--- src/rtl/forward_select_ctrl.sv ---
// Operand-forwarding select and issue-stall control: tracks in-flight producers
// per back-end stage and resolves each issuing operand to a bypass source.
module forward_select_ctrl #(
    parameter int PIPE_NUM   = 2,
    parameter int SOURCE_NUM = 3,
    parameter int REG_W      = 5
) (
    input  logic                                            clk,
    input  logic                                            rst_n,
    input  logic [PIPE_NUM-1:0]                             issue_valid_i,
    input  logic [PIPE_NUM-1:0][1:0][REG_W-1:0]             issue_rs_i,
    input  logic [PIPE_NUM-1:0][REG_W-1:0]                  issue_rd_i,
    input  logic [PIPE_NUM-1:0][$clog2(SOURCE_NUM+1)-1:0]   issue_rdy_stage_i,
    input  logic                                            advance_i,
    input  logic                                            flush_i,
    output logic [PIPE_NUM-1:0][1:0][((PIPE_NUM > 1) ? $clog2(PIPE_NUM) : 1)-1:0] fwd_pipe_sel_o,
    output logic [PIPE_NUM-1:0][1:0][SOURCE_NUM:0]          fwd_sel_vec_o,
    output logic                                            issue_stall_o,
    output logic [31:0]                                     stall_cnt_o
);

    localparam int RDY_W  = $clog2(SOURCE_NUM + 1);
    localparam int PSEL_W = (PIPE_NUM > 1) ? $clog2(PIPE_NUM) : 1;
    localparam int SEL_W  = SOURCE_NUM + 1;

    logic [PIPE_NUM-1:0] ent_vld [1:SOURCE_NUM];
    logic [REG_W-1:0]    ent_rd  [1:SOURCE_NUM][PIPE_NUM];
    logic [RDY_W-1:0]    ent_rdy [1:SOURCE_NUM][PIPE_NUM];
    logic [31:0]         stall_cnt_q;

    // Issue -> stage 1 boundary: a stalled bundle enters the back end as bubbles.
    always_ff @(posedge clk or negedge rst_n) begin
        if (!rst_n) begin
            for (int s = 1; s <= SOURCE_NUM; s++) begin
                ent_vld[s] <= '0;
            end
        end else if (flush_i) begin
            for (int s = 1; s <= SOURCE_NUM; s++) begin
                ent_vld[s] <= '0;
            end
        end else if (advance_i) begin
            for (int s = SOURCE_NUM; s >= 2; s--) begin
                ent_vld[s] <= ent_vld[s-1];
            end
            for (int p = 0; p < PIPE_NUM; p++) begin
                ent_vld[1][p] <= issue_valid_i[p] && !issue_stall_o && (issue_rd_i[p] != '0);
            end
        end
    end

    // Register/ready-stage payload only matters when its valid bit is set.
    always_ff @(posedge clk) begin
        if (advance_i && !flush_i) begin
            for (int s = SOURCE_NUM; s >= 2; s--) begin
                for (int p = 0; p < PIPE_NUM; p++) begin
                    ent_rd[s][p]  <= ent_rd[s-1][p];
                    ent_rdy[s][p] <= ent_rdy[s-1][p];
                end
            end
            for (int p = 0; p < PIPE_NUM; p++) begin
                ent_rd[1][p]  <= issue_rd_i[p];
                ent_rdy[1][p] <= issue_rdy_stage_i[p];
            end
        end
    end

    // Youngest stage first, highest pipe within a stage; the first match decides,
    // so an older ready copy never hides a younger producer that is still busy.
    always_comb begin
        logic hit;
        int   hit_s;
        int   hit_p;
        fwd_pipe_sel_o = '0;
        fwd_sel_vec_o  = '0;
        issue_stall_o  = 1'b0;
        for (int c = 0; c < PIPE_NUM; c++) begin
            for (int o = 0; o < 2; o++) begin
                hit   = 1'b0;
                hit_s = 1;
                hit_p = 0;
                if (issue_rs_i[c][o] != '0) begin
                    for (int s = 1; s <= SOURCE_NUM; s++) begin
                        for (int p = PIPE_NUM - 1; p >= 0; p--) begin
                            if (!hit && ent_vld[s][p] && (ent_rd[s][p] == issue_rs_i[c][o])) begin
                                hit   = 1'b1;
                                hit_s = s;
                                hit_p = p;
                            end
                        end
                    end
                end
                fwd_sel_vec_o[c][o] = SEL_W'(1);
                if (hit) begin
                    if (hit_s >= int'(ent_rdy[hit_s][hit_p])) begin
                        fwd_sel_vec_o[c][o]  = SEL_W'(1) << hit_s;
                        fwd_pipe_sel_o[c][o] = PSEL_W'(hit_p);
                    end else if (issue_valid_i[c]) begin
                        issue_stall_o = 1'b1;
                    end
                end
            end
        end
    end

    always_ff @(posedge clk or negedge rst_n) begin
        if (!rst_n) begin
            stall_cnt_q <= '0;
        end else if (issue_stall_o && advance_i && (stall_cnt_q != '1)) begin
            stall_cnt_q <= stall_cnt_q + 32'd1;
        end
    end

    assign stall_cnt_o = stall_cnt_q;

endmodule

--- config.mk ---
export PLATFORM = sky130hd
export DESIGN_NAME = forward_select_ctrl
export DESIGN_NICKNAME = d
export VERILOG_FILES = /design/src/rtl/forward_select_ctrl.sv
export SDC_FILE = /design/constraint.sdc
export NUM_CORES = 1
export LEC_CHECK = 0
export BUFFER_PORTS_ARGS = -buffer_cell sky130_fd_sc_hd__buf_2
export CELL_PAD_IN_SITES_DETAIL_PLACEMENT = 0
export CELL_PAD_IN_SITES_GLOBAL_PLACEMENT = 1
export CORE_AREA = 3 3 116 118
export CTS_CLUSTER_DIAMETER = 120
export DETAILED_ROUTE_END_ITERATION = 6
export DIE_AREA = 0 0 119 121
export PLACE_DENSITY = 0.88
export SYNTH_ARGS = -nofsm -noshare
export SYNTH_HDL_FRONTEND = slang
export SYNTH_SLANG_ARGS = --single-unit
--- constraint.sdc ---
create_clock -name clk -period 5.3 [get_ports clk]
set_clock_uncertainty 0.05 [all_clocks]
set_input_delay 0.265 -clock clk [delete_from_list [all_inputs] [get_ports clk]]
set_output_delay 0.265 -clock clk [all_outputs]
set_load 0.05 [all_outputs]
After elaboration in Yosys (flattened, before gate mapping)
Memory sizes are Yosys's and may differ from the RTL's.
Cells that the tools add are included.
Widths: inputs -> output; s select.
{"block": "word_totals", "memories": 2, "input_bits": 40, "ff_bits": 38, "ram_bits": 42}
{"block": "classes", "reduce_logical": 80, "shifts": 4, "magnitude_cmp": 8, "n_mux": 140, "add_sub_neg": 1, "bitwise_logic": 4, "eq_ne": 25}
{"name": "ent_rd", "words": 3, "width": 10, "read_ports": 3, "rd_clocked_by_memory_dff": 0, "wr": 3, "line_no": "27", "text": "logic [REG_W-1:0] ent_rd [1:SOURCE_NUM][PIPE_NUM];"}
{"name": "ent_rdy", "words": 3, "width": 4, "read_ports": 6, "rd_clocked_by_memory_dff": 0, "wr": 3, "line_no": "28", "text": "logic [RDY_W-1:0] ent_rdy [1:SOURCE_NUM][PIPE_NUM];"}
{"operator": "$mux 32", "count": 40}
{"operator": "$ge 32x2->1 const B", "count": 4}
{"operator": "$ge 32x3->1", "count": 4}
{"operator": "$not 32->32", "count": 4}
{"operator": "$shl 1x32->4 const A", "count": 4}
{"operator": "$eq 5x5->1", "count": 24}
{"operator": "$mux 1", "count": 74}
{"operator": "$logic_and 1x1->1", "count": 51}
{"operator": "$add 32x1->32 const B", "count": 1}
{"operator": "$mux 2", "count": 16}
{"operator": "$mux 4", "count": 8}
{"operator": "$ne 32x32->1 const B", "count": 1}
{"operator": "$reduce_bool 5->1", "count": 6}
{"operator": "$logic_not 1->1", "count": 22}
{"operator": "$mux 6", "count": 2}
{"operator": "$reduce_bool 2->1", "count": 1}

Depth between registers and ports, before layout
Gate-level depths: netlist of the first run.
An unclocked memory read counts as a cell.
{"block": "logic_depth", "ltp_word": 51, "mapped_depth": 18, "ltp_nobuf": 16}

Worst setup path after synthesis of the first run
OpenSTA, ideal clock, no wires.
{"block": "synth_timing", "path_type": "flip-flop to output port", "from": "mem ent_rd[3][1] (netlist name)", "to": "out fwd_pipe_sel_o[0] (netlist name)", "arrival_ns": 3.820, "path_slack_ns": 1.165, "required_ns": 4.985, "path_stages_with_launch": 14, "path_cell_list": "edfxtp_1 > xor2_1 > nor4_1 > and3_1 > nor2b_1 > o21ai_0 > a21oi_1 > mux2_2 > mux2_2 > ha_1 > nand2b_1 > a21oi_1 > a211o_1 > nor2_1"}
{"item": "start: declaration", "line_no": "27"}
{"item": "end: declaration", "line_no": "16", "text": "output logic [PIPE_NUM-1:0][1:0][((PIPE_NUM > 1) ? $clog2(PIPE_NUM) : 1)-1:0] fwd_pipe_sel_o,"}

==> results of run 1 <==
## worst register-to-register path, delay by kind of cell, from the launching register on
| family | cells | cell delay [ns] |
|---|---|---|
| AO/OA/AOI/OAI | 3 | 0.76 |
| flip-flops | 1 | 0.50 |
| multiplexers | 2 | 0.85 |
| adder cells (fa/ha/maj) | 1 | 0.26 |
| buffers and inverters | 1 | 0.26 |
| XOR/XNOR | 2 | 0.38 |
| AND/OR/NAND/NOR | 7 | 1.58 |
## synth_stat cells (10+ instances only)
| cell | instances |
|---|---|
| xnor2_1 | 33 |
| dfrtp_1 | 38 |
| nor4_1 | 25 |
| nor2_1 | 40 |
| nand2_1 | 23 |
| edfxtp_1 | 42 |
| xor2_1 | 118 |
| buf_2 | 14 |
| inv_1 | 15 |
| o21ai_0 | 12 |
| nor3_1 | 20 |
| a21oi_1 | 11 |
| nand4_1 | 10 |
| nand3_1 | 18 |
| and3_1 | 22 |
## cell usage in the layout (no fill, tap or decap), types with 9 or more instances in the layout
master and count:
clkbuf_16 9, nor3_1 20, ha_1 9, dfrtp_1 38, nand3_1 18, buf_2 92, and3_1 22, inv_1 15
o21ai_0 12, xnor2_1 33, nand4_1 10, a21oi_1 11, nor2_1 40, nand2_1 23, edfxtp_1 42, o22a_1 9
xor2_1 118, nor4_1 25
## where the power goes
part / internal, W / leakage (nW) / switching (W)
clock network: 0.000379 / 0.148 / 0.000247
logic: 0.0000751 / 1.85 / 0.000121
registers: 0.000680 / 0.917 / 0.0000353
## how the worst min path moves through the flow
stage,endpoint,depth (start not counted),slack [ns],startpoint
2_1_floorplan,ent_vld[0],0,-0.08,rst_n
3_3_place_gp,stall_cnt_o[6],1,0.36,rst_n
3_5_place_dp,stall_cnt_o[6],1,0.37,rst_n
4_1_cts,stall_cnt_o[6],1,0.003,rst_n
5_1_grt,stall_cnt_o[7],1,0.04,rst_n
6_report,stall_cnt_o[6],1,-0.03,rst_n
## flip-flops by register name, indices dropped and copies added, names as in the netlist
| name | cells |
|---|---|
| ent_rd | 30 |
| ent_rdy | 12 |
| ent_vld | 6 |
| stall_cnt_o | 32 |
## kinds of logic (layout without fill, tap and decap cells)
group	count (synthesis)	count (layout)	share of synthesized area, %
xor gates and xnor gates	151	151	23.5
muxes	13	13	2.67
adders and majority gates	9	9	2.00
buffers and inverters	41	124	3.98
and+or+nand+nor	204	204	21.1
DFF	80	80	39.3
AOI/OAI and AO/OA	60	60	7.51
## stage by stage
step	util (%)	setup slack [ns]	power (W)
6_report	51.3	0.368	0.00154
5_1_grt	51.3	0.0577	0.00160
4_1_cts	51.3	0.385	0.00155
3_5_place_dp	49.0	0.652	0.000921
3_3_place_gp	49.0	0.847	0.000913
2_1_floorplan	-	1.16	0.000861
## layout make-up
type / count / area [sq um] / area share, %
clock inverter: 4 / 51.3 / 0.795
tap: 172 / 215 / 3.33
timing repair buffer: 93 / 468 / 7.25
sequential: 80 / 2210 / 34.3
multi-input combinational: 437 / 3200 / 49.7
clock buffer: 12 / 246 / 3.82
inverter: 15 / 56.3 / 0.872
## metal layers
layer  GRT usage, %  vias to the layer above  part of all wire [%]
li1               -                     2149                     -
met1           29.4                     2257                    42
met2           35.9                      208                    48
met3           5.22                       26                   7.8
met4           6.30                        0                   1.7
met5              0                        -                     0
==> impl_metrics.tcl, run 1 <==
set metrics [dict create \
    path_depth 16 \
    tritoncts "done" \
    hold_slack_ns -0.0305 \
    num_vias 4640 \
    fin_crit_ns 4.93 \
    wl_per_cell_um 19.4 \
    slowest_stage "mux4_2" \
    worstReg2RegEnd "stall_cnt_o[21]" \
    hold_violations 37 \
    cp.arrival_ns 4.62 \
    hold_buffers 0 \
    setup_violations 0 \
    rsz0062_at_grt "false" \
    die_y_um 121 \
    netlist_area_sq_um 5630 \
    dieArea_sq_um 14400 \
    netlist_instances 558 \
    slew_headroom_pct 18.2 \
    startpoint_type "flip-flop" \
    antenna_found_initial 0 \
    r2r_start "ent_rd[1][9]" \
    drt-pass1-iter-count 5 \
    htreeDepth 3 \
    dp_hpwl_mm 11.7 \
    initial_core_util_pct 44.8 \
    vdd_drop_max_mv 0.180 \
    ys_ff_latch 80 \
    cp-endpoint "issue_stall_o" \
    avgSynthCellArea_sq_um 10.1 \
    synth_area_leaders "edfxtp_1, xor2_1, dfrtp_1" \
    worst_pin_slew_ns 1.22 \
    hold_class "in -> async" \
    fmax_mhz 203 \
    num_antenna_cells 0 \
    fin_area_sq_um 6450 \
    grt_pass1_wl_mm 24.9 \
    path_class "reg -> out" \
    cts_root_buffer "clkbuf_16" \
    critical-path-top-delay-family "simple AND/OR/NAND/NOR gates" \
    die_w_um 119 \
    reg2reg_slack_ns 0.61 \
    cts.clk_slew.worst_paths_ns 0.06 \
    ys_types 53 \
    place_inst 797 \
    violations "hold timing" \
    async_flop_share_pct 47.5 \
    clk_path_buf_depth 2 \
    area_delta_synth_final_pct 14.6 \
    io_buffers 92 \
    worstRegToRegCells 16 \
    layout-drive-gt1-share_pct 20.3 \
    ys_seq_area_share_pct 39.3 \
    nFillCells 1142 \
    synth_ff_type "edfxtp_1" \
    cp-end-kind "output port" \
    max_cap_violations 0 \
    post-route-period-util_pct 93.1 \
    yosys_warnings 0 \
    path_buf_inv 3 \
    grt_max_degree 43 \
    final.setup.tns_ns 0 \
    ant_nets 0 \
    crit_chain "xor2_1, nor4_1, nand3_1, nor2b_1, o211ai_1, mux4_2, mux2_2, ha_1, nand2b_1, a21oi_1, nand3_1, a21oi_1, nor4_4, buf_4, inv_1, buf_2" \
    syn_nets 607 \
    layout.nets 685 \
    cts-buffers-inserted 9 \
    slew_viol_final 0 \
    gr-total-overflow 0 \
    grt_pass1_vias 4626 \
    grt_use_total_pct 22.1 \
    rows 41 \
    wl_mm 15.7 \
    placed_cell_area_sq_um 6160 \
    cts.sinks 80 \
    cp_slowest_stage_delay_ns 0.58 \
    clk-insertion-delay-late_ns 0.34 \
    synth_edf_count 42 \
    core_sq_um 12600 \
    gp_congestion 0.925 \
    drt_iter0_drc 368 \
    post_cts_resized 0 \
    status "complete, but fails checks" \
    critPathMaxFanout 34 \
    io_pins 93 \
    power_leakage_nw 2.92 \
    required_ns 4.99 \
    layoutNonFillerInstCount 813 \
    vias_per_cell 5.71 \
    drc 0 \
    power_density_nw_per_um2 238 \
    synth_top_area_cell "edfxtp_1" \
    startpoint "ent_rd[1][9]" \
    cts_setup_buffers 0 \
    synth_top_area_share_pct 22.4 \
]
Note: power is estimated with default switching activity, not from simulation.
==> inputs of run 2 (changes only) <==
--- a/config.mk
+++ b/config.mk
@@ -12,6 +12,7 @@
 export CTS_CLUSTER_DIAMETER = 120
 export DETAILED_ROUTE_END_ITERATION = 6
 export DIE_AREA = 0 0 119 121
+export MAX_ROUTING_LAYER = met4
 export PLACE_DENSITY = 0.88
 export SYNTH_ARGS = -nofsm -noshare
 export SYNTH_HDL_FRONTEND = slang
==> run 2 against run 1 <==
The run still ends with hold timing left. Fmax down 0.99%. Total power grew 5.3%. Hold slack better by 0.0094 ns. Register-to-register slack worse by 0.03 ns. Utilization up 0.37 points. Critical path depth did not move. Wire length down 2.7%. Sequential share of layout area fell by 0.24 points. Design area up 0.72%. Critical endpoint unchanged. Highest routed layer unchanged.
==> impl_metrics.tcl, run 2 (synthesis gave the netlist of run 1 again) <==
set metrics [dict create \
    rows 41 \
    clk-insertion-delay-late_ns 0.34 \
    power.share.combinational_pct 12.0 \
    path_class "reg -> out" \
    post_cts_resized 0 \
    num_vias 4632 \
    max_cap_violations 0 \
    reg2reg_slack_ns 0.58 \
    cts-buffers-inserted 9 \
    violations "hold timing" \
    crit_chain "xor2_1, nor4_1, nand3_1, nor2b_1, o211ai_1, mux4_2, mux2_2, ha_1, nand2b_1, a21oi_1, nand3_1, a21oi_1, nor4_4, buf_4, inv_1, buf_2" \
    cts.sinks 80 \
    io_pins 93 \
    p_int_w 0.00122 \
    grt_use_total_pct 22.3 \
    hold_violations 38 \
    power_leakage_nw 2.94 \
    swShare_pct 24.9 \
    hold_slack_ns -0.0211 \
    vias_per_cell 5.70 \
    hold_class "in -> async" \
    hold_buffers 0 \
    ant_nets 0 \
    area_delta_synth_final_pct 15.4 \
    status "complete, but fails checks" \
    grt_max_degree 43 \
    grt_pass1_wl_mm 24.7 \
    post-route-period-util_pct 94.0 \
    die_w_um 119 \
    worst_pin_slew_ns 1.19 \
    final.setup.tns_ns 0 \
    drt-pass1-iter-count 5 \
    cp.arrival_ns 4.67 \
    core_sq_um 12600 \
    layout-drive-gt1-share_pct 20.4 \
    vdd_drop_max_mv 0.164 \
    drt_iter0_drc 368 \
    clk_path_buf_depth 2 \
    grt_pass1_vias 4626 \
    layout_common_cells "xor2_1, buf_2, edfxtp_1" \
    p_seq_share_pct 44.2 \
    clockPowerShare_pct 43.8 \
    num_antenna_cells 0 \
    slew_headroom_pct 20.7 \
    wl_mm 15.3 \
    fin_crit_ns 4.98 \
    dieArea_sq_um 14400 \
    required_ns 4.99 \
    initial_core_util_pct 44.8 \
    die_y_um 121 \
    antenna_found_initial 0 \
    dp_hpwl_mm 11.6 \
    cp_slowest_stage_delay_ns 0.58 \
    power_density_nw_per_um2 249 \
    rsz0062_at_grt "false" \
    gr-total-overflow 0 \
    cts_setup_buffers 0 \
    postLayoutCoreUtil_pct 51.7 \
    setup_violations 0 \
    wl_per_cell_um 18.8 \
    startpoint_type "flip-flop" \
    slowest_stage "mux4_2" \
    path_buf_inv 3 \
    critical-path-top-delay-family "simple AND/OR/NAND/NOR gates" \
    critPathMaxFanout 34 \
    tritoncts "done" \
    slew_viol_final 0 \
    cts_root_buffer "clkbuf_16" \
    cts.clk_slew.worst_paths_ns 0.06 \
    p_switching_w 0.000403 \
    largest_register_ff_count 32 \
    gp_congestion 0.991 \
    io_buffers 92 \
    htreeDepth 3 \
    layout.nets 685 \
    layout_commonest_cell "xor2_1" \
    drc 0 \
    fmax_mhz 201 \
    cp-end-kind "output port" \
]
## run 2: power groups by stage
| stage | Clock [W] | Sequential, W | Combinational [W] |
|---|---|---|---|
| 3_5_place_dp | 0 | 0.000727 | 0.000193 |
| 6_report | 0.000709 | 0.000715 | 0.000195 |
| 2_1_floorplan | 0 | 0.000731 | 0.000130 |
| 3_3_place_gp | 0 | 0.000726 | 0.000188 |
| 5_1_grt | 0.000754 | 0.000718 | 0.000213 |
| 4_1_cts | 0.000728 | 0.000714 | 0.000194 |
## run 2: metal layers
layer	GRT usage, %	routed length, um
met1	30.2	6750
met2	34.1	7050
met3	3.40	1180
met4	8.11	353
met5	-	0
## run 2: metrics by stage
step | total power [W] | worst slack (ns) | hold WS [ns] | instance area, sq um | cells
2_1_floorplan | 0.000861 | 1.16 | -0.0806 | 5630 | 558
3_3_place_gp | 0.000914 | 0.646 | 0.357 | 6160 | 797
3_5_place_dp | 0.000920 | 0.587 | 0.365 | 6160 | 797
4_1_cts | 0.00164 | 0.294 | 0.00113 | 6500 | 813
5_1_grt | 0.00169 | 0.00533 | 0.0424 | 6500 | 813
6_report | 0.00162 | 0.319 | -0.0211 | 6500 | 813
## run 2: path summary, 6_finish.rpt
path	from	end	depth (start not counted)
min in group clk	issue_rdy_stage_i[2]	ent_rdy[1][0]	1
hold reg to reg	stall_cnt_o[6]	stall_cnt_o[6]	1
setup reg to reg	ent_rd[1][7]	stall_cnt_o[15]	16
setup / recovery	ent_rd[1][7]	issue_stall_o	16
hold / removal	rst_n	stall_cnt_o[8]	1
max in group asynchronous	rst_n	ent_vld[5]	1
## run 2: cell type report
| type | instances | area, sq um |
|---|---|---|
| fill | 1174 | 6070 |
| multi-input combinational | 437 | 3200 |
| sequential | 80 | 2210 |
| timing repair buffer | 93 | 468 |
| clock buffer | 9 | 225 |
| tap | 172 | 215 |
| clock inverter | 7 | 119 |
| inverter | 15 | 56.3 |
==> inputs of run 3 (changes only) <==
--- a/config.mk
+++ b/config.mk
@@ -8,10 +8,10 @@
 export BUFFER_PORTS_ARGS = -buffer_cell sky130_fd_sc_hd__buf_2
 export CELL_PAD_IN_SITES_DETAIL_PLACEMENT = 0
 export CELL_PAD_IN_SITES_GLOBAL_PLACEMENT = 1
-export CORE_AREA = 3 3 116 118
+export CORE_AREA = 2 2 115 117
 export CTS_CLUSTER_DIAMETER = 120
 export DETAILED_ROUTE_END_ITERATION = 6
-export DIE_AREA = 0 0 119 121
+export DIE_AREA = 0 0 117 119
 export MAX_ROUTING_LAYER = met4
 export PLACE_DENSITY = 0.88
 export SYNTH_ARGS = -nofsm -noshare
==> run 3 against run 2 <==
The run now ends clean. First-iteration DRC count fell by 18%. Final cell count rose by 0.62%. Highest routed layer unchanged. Register-to-register slack improved by 0.06 ns. Critical path depth did not move. Critical path type unchanged. Die area fell by 3.3%. Fmax rose by 0.56%. Design area fell by 0.33%.
==> impl_metrics.tcl, run 3 (synthesis gave the netlist of run 1 again) <==
set metrics [dict create \
    status "finished clean" \
    path_class "reg -> out" \
    layout-drive-gt1-share_pct 20.6 \
    die_w_um 117 \
    largest_register_ff_count 32 \
    die_y_um 119 \
    worstReg2RegEnd "stall_cnt_o[1]" \
    dp_hpwl_mm 11.6 \
    holdPathEnd "ent_rdy[1][2]" \
    tritoncts "done" \
    hold_violations 0 \
    dieArea_sq_um 13900 \
    drc 0 \
    grt_use_total_pct 24.0 \
    drt_iter0_drc 300 \
    startpoint "ent_rd[1][7]" \
    grt_pass1_vias 4724 \
    nFillCells 1213 \
    antenna_found_initial 0 \
    reg2reg_slack_ns 0.64 \
    fmax_mhz 202 \
    core_sq_um 12900 \
    startpoint_type "flip-flop" \
    holdPathStages 1 \
    layout.nets 686 \
    critPathMaxFanout 34 \
    final.setup.tns_ns 0 \
    num_antenna_cells 0 \
    required_ns 4.99 \
    fin_ws_ns 0.347 \
    worst_pin_slew_ns 1.22 \
    htreeDepth 3 \
    cts.sinks 80 \
    io_buffers 92 \
    layout_common_cells "xor2_1, buf_2, edfxtp_1" \
    cp.arrival_ns 4.64 \
    hold_class "in -> reg" \
    slew_headroom_pct 18.3 \
    cts-buffers-inserted 9 \
    slew_viol_final 0 \
    fin_crit_ns 4.95 \
    rsz0062_at_grt "false" \
    post-place-ws_ns 0.696 \
    max_cap_violations 0 \
    place_inst 801 \
    worstHoldStart "issue_rdy_stage_i[0]" \
    wl_mm 15.9 \
    cts.clk_slew.worst_paths_ns 0.07 \
    gr-total-overflow 0 \
    vdd_drop_max_mv 0.136 \
    gp_congestion 0.963 \
    rows 42 \
    cts_root_buffer "clkbuf_16" \
    drt-pass1-iter-count 5 \
    clk_path_buf_depth 2 \
    cp-end-kind "output port" \
    cts_setup_buffers 0 \
    ant_nets 0 \
    clk-insertion-delay-late_ns 0.34 \
    layout_commonest_cell "xor2_1" \
    hold_slack_ns 0.0490 \
    io_pins 93 \
    worstRegToRegCells 16 \
    num_vias 4661 \
    area_delta_synth_final_pct 15.0 \
    power_density_nw_per_um2 238 \
    grt_max_degree 43 \
    grt_pass1_wl_mm 25.0 \
    post-route-period-util_pct 93.5 \
    vias_per_cell 5.70 \
    setup_violations 0 \
    r2r_start "ent_rd[1][7]" \
    power_leakage_nw 2.92 \
    wl_per_cell_um 19.4 \
    layoutNonFillerInstCount 818 \
    initial_core_util_pct 43.8 \
]
## run 3: changes by cell type in the layout (fill, tap and decap cells not counted), sizes merged
cell	change
bufinv	-3
inv	+2
clkbuf	+1
dlygate4sd3	+1
## run 3: where the power goes
| group | switching [W] | internal, W |
|---|---|---|
| sequential | 0.0000348 | 0.000679 |
| combinational | 0.000122 | 0.0000755 |
| clock | 0.000276 | 0.000355 |
## run 3: layout make-up
cell class / instances / area [sq um] / area share (%)
tap: 176 / 220 / 3.40
clock buffer: 10 / 250 / 3.86
inverter: 15 / 56.3 / 0.869
multi-input combinational: 437 / 3200 / 49.5
timing repair buffer: 94 / 478 / 7.38
sequential: 80 / 2210 / 34.1
clock inverter: 6 / 57.6 / 0.888
## run 3: stage by stage
step | instance area (sq um) | utilization (%) | power [W]
global placement | 6160 | 47.9 | 0.000912
CTS | 6480 | 50.3 | 0.00156
finish | 6480 | 50.3 | 0.00154
global route | 6480 | 50.3 | 0.00160
detailed placement | 6160 | 47.9 | 0.000921
floorplan | 5630 | - | 0.000861
## run 3: worst max path at each step
stage	end	slack (ns)	cells past startpoint
2_1_floorplan	fwd_pipe_sel_o[0]	1.16	13
3_3_place_gp	stall_cnt_o[1]	0.88	16
3_5_place_dp	stall_cnt_o[29]	0.70	16
4_1_cts	issue_stall_o	0.38	16
5_1_grt	issue_stall_o	0.01	17
6_report	issue_stall_o	0.35	16
## run 3: worst max-delay path: stages (launching register included)
cell      delay (ns)
edfxtp_1        0.53
xor2_1          0.19
nor4_1          0.36
nand3_1         0.18
nor2b_1         0.21
o211ai_1        0.29
mux4_2          0.58
mux2_2          0.27
ha_1            0.26
nand2b_1        0.14
a21oi_1         0.25
nand3_1         0.12
a21oi_1         0.22
nor4_4          0.09
buf_4           0.26
inv_1           0.09
buf_2           0.26
## run 3: repair_timing
action	CTS	global route
resized for setup	0	0
hold buffers	1	0
endpoints found under the hold margin	16	0
## run 3: layer usage
metal | part of all wire [%] | vias to the layer above | track usage, %
met5 | 0 | - | -
met4 | 1.3 | 0 | 5.44
met3 | 7.9 | 20 | 4.53
met2 | 49 | 226 | 39.0
met1 | 42 | 2263 | 31.3
li1 | - | 2152 | -
